`src/rtl/pc_ctrl_reg.sv`:
```
// Program-counter register with selectable next-PC source, OldPC capture,
// misaligned-target trap detection and retired-instruction counter.
module pc_ctrl_reg #(
    parameter int              XLEN       = 32,
    parameter logic [XLEN-1:0] RESET_VEC  = 32'h0000_0000,
    parameter logic [XLEN-1:0] TRAP_VEC   = 32'h0000_0100,
    parameter int              INC        = 4,
    parameter int              ALIGN_BITS = 2,
    parameter int              CNT_W      = 32
) (
    input  logic             clk,
    input  logic             rst,
    input  logic             pc_en,
    input  logic [1:0]       pc_sel,
    input  logic [XLEN-1:0]  target,
    input  logic             old_pc_en,
    input  logic             trap_ack,
    output logic [XLEN-1:0]  pc,
    output logic [XLEN-1:0]  old_pc,
    output logic             misaligned,
    output logic [XLEN-1:0]  bad_addr,
    output logic [CNT_W-1:0] instret
);

    localparam logic [1:0] SEL_INC  = 2'b00;
    localparam logic [1:0] SEL_TGT  = 2'b01;
    localparam logic [1:0] SEL_TRAP = 2'b10;

    // Low-bit mask that must be clear in a target; zero when ALIGN_BITS=0
    localparam logic [XLEN-1:0] AMASK =
        XLEN'((64'd1 << ALIGN_BITS) - 64'd1);

    logic tgt_bad;

    assign tgt_bad = |(target & AMASK);

    always_ff @(posedge clk) begin
        if (rst) begin
            pc         <= RESET_VEC;
            old_pc     <= RESET_VEC;
            misaligned <= 1'b0;
            bad_addr   <= '0;
            instret    <= '0;
        end else begin
            if (old_pc_en)
                old_pc <= pc;
            if (trap_ack)
                misaligned <= 1'b0;
            if (pc_en) begin
                case (pc_sel)
                    SEL_INC: begin
                        pc      <= pc + XLEN'(INC);
                        instret <= instret + CNT_W'(1);
                    end
                    SEL_TGT: begin
                        // set overrides a same-edge trap_ack
                        if (tgt_bad) begin
                            pc         <= TRAP_VEC;
                            misaligned <= 1'b1;
                            bad_addr   <= target;
                        end else begin
                            pc      <= target;
                            instret <= instret + CNT_W'(1);
                        end
                    end
                    SEL_TRAP: pc <= TRAP_VEC;
                    default: ;
                endcase
            end
        end
    end

endmodule

```
`config.mk`:
```
export PLATFORM = sky130hd
export DESIGN_NAME = pc_ctrl_reg
export DESIGN_NICKNAME = d
export VERILOG_FILES = /design/src/rtl/pc_ctrl_reg.sv
export SDC_FILE = /design/constraint.sdc
export NUM_CORES = 1
export LEC_CHECK = 0
export ABC_CLOCK_PERIOD_IN_PS = 4900
export CAP_MARGIN = 20
export CORE_ASPECT_RATIO = 0.7
export CORE_MARGIN = 1.5
export CORE_UTILIZATION = 29
export CTS_BUF_LIST = sky130_fd_sc_hd__clkbuf_8
export DETAILED_ROUTE_END_ITERATION = 7
export PLACE_DENSITY = 0.63
export SLEW_MARGIN = 5
export SYNTH_ARGS = -nofsm -noshare
export SYNTH_HDL_FRONTEND = slang
export SYNTH_SLANG_ARGS = --single-unit
```
`constraint.sdc`:
```
create_clock -name clk -period 4.9 [get_ports clk]
set_clock_uncertainty 0.05 [all_clocks]
set_input_delay 0.98 -clock clk [delete_from_list [all_inputs] [get_ports clk]]
set_output_delay 0.98 -clock clk [all_outputs]
set_load 0.1 [all_outputs]
```
-- Word-level counts from Yosys, hierarchy flattened
Cells that the tools add are included.
- flip-flop bits (word level): 129
- bits of input ports: 39
- output and inout bits: 129
- word-level logic and storage cells: 25
- add/subtract/negate cells: 2
- eq/ne operators: 3
- mux-type cells: 8
- reduce and logical (&&, ||, !) cells: 7
- operator list (kind ; count):
    $pmux 32 s3 ; 1
    $mux 32 ; 2
    $pmux 32 s2 ; 1
    $add 32x1->32 const B ; 1
    $add 32x3->32 const B ; 1
    $reduce_and 3->1 ; 2
    $mux 1 ; 4
    $reduce_bool 3->1 ; 1
    $eq 2x1->1 const B ; 1
    $eq 2x2->1 const B ; 1
    $logic_not 2->1 ; 1
    $ne 2x2->1 const B ; 1
    $reduce_and 2->1 ; 1
    $reduce_bool 2->1 ; 1
    $reduce_or 2->1 ; 1

-- Depth between registers and ports, before layout
- depth in word-level cells: 4
- mapped depth: 9

-- Worst setup path before layout
No wires, ideal clock.
- path type: reg2reg
- start point: reg pc[2]
- end point: reg pc[30]
- setup time: 0.114 ns
- arrival: 2.722 ns
- path slack: 2.014 ns
- cell stages (with the launch flop): 8
- path buffers: 1
- cells stage by stage: dfxtp_1 ha_1 nand3_2 or3_1 buf_2 nor4_4 o2111ai_1 a21o_1
- cells in the longest elaborated chain, start to end: 2
- ends and longest elaborated chain (what ; line ; text):
    from (decl) ; 18 ; output logic [XLEN-1:0] pc,
    from (signal assigned) ; 52 ; pc <= pc + XLEN'(INC);
    from (signal assigned) ; 62 ; pc <= target;
    $add 32x3->32 ; 52 ;
    $pmux 32 s3 ; 50 ; case (pc_sel)
No other way between the ends.
A chain may end at the register's enable or synchronous reset.

-- Worst setup path after layout
- start point: reg pc[23]
- end point: out pc[23]
No word-level cell between the ends.

==> metrics.md <==
| Metric | Value |
|---|---|
| Status | `finished, final reports clean` |
| HPWL after DPL | `13000 um` |
| Startpoint Class | `flip-flop` |
| Asr flop ratio synth | `0%` |
| # DRC | `0` |
| Clock Sinks | `about 130` |
| Largest net degree at the start of global routing | `between 70 and 80` |
| Slowest CP cell | `clkdlybuf4s50_1` |
| Synth Register Bits | `between 100 and 150` |
| Endpoints failing hold | `0` |
| Worst EP required | `3870 ps` |
| Ys Warns | `0` |
| Most common flop cell mapped by yosys | `dfxtp_1` |
| Post-synthesis mux area share | `6.01%` |
| Top post-synthesis cells by area | `dfxtp_1, nand2_1, mux2i_1` |
| Die height | `roughly 120 um` |
| Final GP Congestion | `0.774` |
| Fin. max-slew vios | `0` |
| DR iter-0 viols | `400` |
| # resized after CTS | `0` |
| Layout cells sized above 1 | `~6.4%` |
| FP Rows | `43` |
| DRT antenna net count | `0` |
| Nets | `887` |
| Syn Nets | `roughly 740` |
| Unrepaired setup endpoints after global routing | `no` |
| Yosys top cell area share | `44.3%` |
| Setup ws final | `~1700 ps` |
| Total grt overflow | `0` |
| CP Cell Sequence | `clkdlybuf4s50_1` |
| Met1 Wirelength | `~9400 um` |
| Number of global-route vias before repair | `slightly below 5k` |
| Antenna fix cells | `0` |
| Core Util, Final | `41.1%` |
| IO buf count | `approximately 170` |
| Total negative slack | `0 ps` |
| FMAX | `slightly above 300 MHz` |
| Nature of the critical path endpoint | `output pin` |
| Synth cell types | `61` |
| Die width | `~170 um` |
| CTS tree | `built` |
| Drt total wl | `about 19000 um` |
| Power per cell area | `283 nW/um^2` |
| CTS Buf Count | `17` |
| Pre-CTS setup slack | `1490 ps` |
| VDD IR-drop max | `between 0.0001 and 0.00015 V` |
| Slew HR | `approximately 30%` |
| Critical path class | `flip-flop to output pin` |
| Core area | `a little under 20000 um^2` |
| Crit path largest cell delay | `1210 ps` |
| Clock transition time at the flip-flop clock pins of the worst setup and hold paths | `~70 ps` |
| DR WL/cell | `~17 um` |
| Synth Instances | `about 700` |
| First-pass GRT wire length | `between 20000 and 30000 um` |
| Post-Synth Simple-Gate Area | `about a quarter` |
| Endpoints failing setup | `0` |
| Clk_lat worst skew | `around 450 ps` |
| Area grow syn2layout | `39.4%` |
| Crit Path Max Fanout | `10` |
| DR top layer | `met4` |
| Routed wl met2 | `7600 um` |
| Die ar. | `approximately 21000 um^2` |
| WP buf/inv | `1` |
| Post-Synth XOR/XNOR Area | `between 4 and 5%` |
| Final min period | `~3200 ps` |
| Area leader, netlist | `dfxtp_1` |
| Number of synthesized flops with an enable pin | `0` |
| WP data arrival | `between 2000 and 2500 ps` |
| Root buffer cell | `clkbuf_8` |
| Final Cell Area | `8120 um^2` |
| Final cycle utilization of the critical path | `around two thirds` |
| P_leak | `roughly 2.9 nW` |
| Netlist Area Pre-Place | `between 5000 and 6000 um^2` |
| H-tree depth | `4` |
| Largest family of logic cells by synthesized area | `simple AND/OR/NAND/NOR gates` |
| Class of the worst hold path | `flip-flop to flip-flop` |
| Total track usage | `between 15 and 20%` |
| Hold_ws | `409 ps` |
| Via/cell ratio | `4.93` |
| Post-CTS setup repair buffer count | `0` |
| Hold buffer count at cts | `0` |
| Seq/Total Area, Yosys | `between 40 and 50%` |
| Fillers | `roughly 2.0k` |
| Antenna violations before repair | `0` |
| I/O pin cnt | `~170` |
| DRT Pass-1 Iters | `5` |
| Family with the most delay on the worst path | `buffers and inverters` |
| Max-cap violations | `0` |
| Slew at the pin closest to its max-slew limit | `roughly 1100 ps` |
| Post-DP Area | `slightly below 8000 um^2` |
| Adder-cell share of the synthesized area | `under 10%` |
| Vias | `~5.5k` |
| Mean post-synth cell area | `8.40 um^2` |
| Max Root-Sink Buffers | `2` |
| Met3 WL post-DR | `between 1000 and 1500 um` |
| Initial Util | `~30%` |
| Synth Area in Compound Gates | `between 10% and 20%` |
state kept, by name, indices dropped and copies added (netlist names):
name and cells:
bad_addr 32, instret 32, misaligned 1, old_pc 32
pc 32
per-stage QoR:
stage               std cells  power (mW)
global route             1125        2.39
global placement         1092        1.38
detailed placement       1092        1.38
floorplan                 694        1.28
finish                   1125        2.30
CTS                      1124        2.33
synth_stat cells, drive strengths merged, types with 2 or more instances:
master	number
o21ai	13
nor2	89
a32o	5
nor4	9
nand2b	2
or2	2
nor3	18
o311ai	3
a211oi	4
nand4	22
clkbuf	31
o22ai	8
a21o	2
xnor2	6
a21oi	63
mux2i	35
and2	5
ha	6
xor2	25
a311o	2
a31oi	5
and3	16
inv	10
dfxtp	129
a22o	3
nand3	31
o31a	2
and4	9
buf	17
nand2	96
o211ai	2
nand3b	3
or3	2
a22oi	3
cell usage in the layout (no fill, tap or decap), drive strengths merged, types with 18 or more instances in the layout:
master	instances
a21oi	63
clkbuf	21
clkdlybuf4s50	165
dfxtp	129
mux2i	35
nand2	96
nand3	31
nand4	22
nor2	89
nor3	18
xor2	25
worst reg2reg max path: stages (launching register included):
cell     delay, ps
dfxtp_1        490
ha_1           280
nand3_2        170
or3_1          560
nor4_4         440
mux2i_1        230
o22ai_1        100
report_power, final:
| group | switching (mW) | internal (mW) | leakage (nW) |
|---|---|---|---|
| clock network | 0.441 | 0.500 | 0.202 |
| logic | 0.203 | 0.0819 | 1.65 |
| registers | 0.0137 | 1.06 | 1.04 |
| total | 0.657 | 1.64 | 2.89 |
cell families (layout without fill, tap and decap cells):
kind of cell	count (synthesis)	in the layout
compound gates	125	125
fa+ha+maj	6	6
xor+xnor	31	31
simple gates	310	310
mux	35	35
buf+inv	58	219
flops	129	129
cell type report:
class	count	area (um^2)	area share [%]
Clock buffer	21	289	3.56
Timing Repair Buffer	177	1750	21.5
Sequential cell	129	2580	31.8
Clock inverter	11	113	1.39
Inverter	10	37.5	0.462
Multi-Input combinational cell	507	3020	37.1
Tap cell	270	338	4.16
path summary, 6_finish.rpt:
kind | slack [ps] | start | depth (start not counted) | endpoint
worst max-delay path | 1660 | pc[23] | 1 | pc[23]
worst min-delay path | 410 | bad_addr[20] | 2 | bad_addr[20]
worst max register to register | 2430 | pc[2] | 6 | pc[28]
worst min register to register | 410 | bad_addr[20] | 2 | bad_addr[20]
routing by layer:
metal  GRT usage [%]  vias up
li1                -     2743
met1            26.1     2603
met2            24.1      188
met3            6.11       15
met4            4.62        0
met5               0        -
Note: power is estimated with default switching activity, not from simulation.
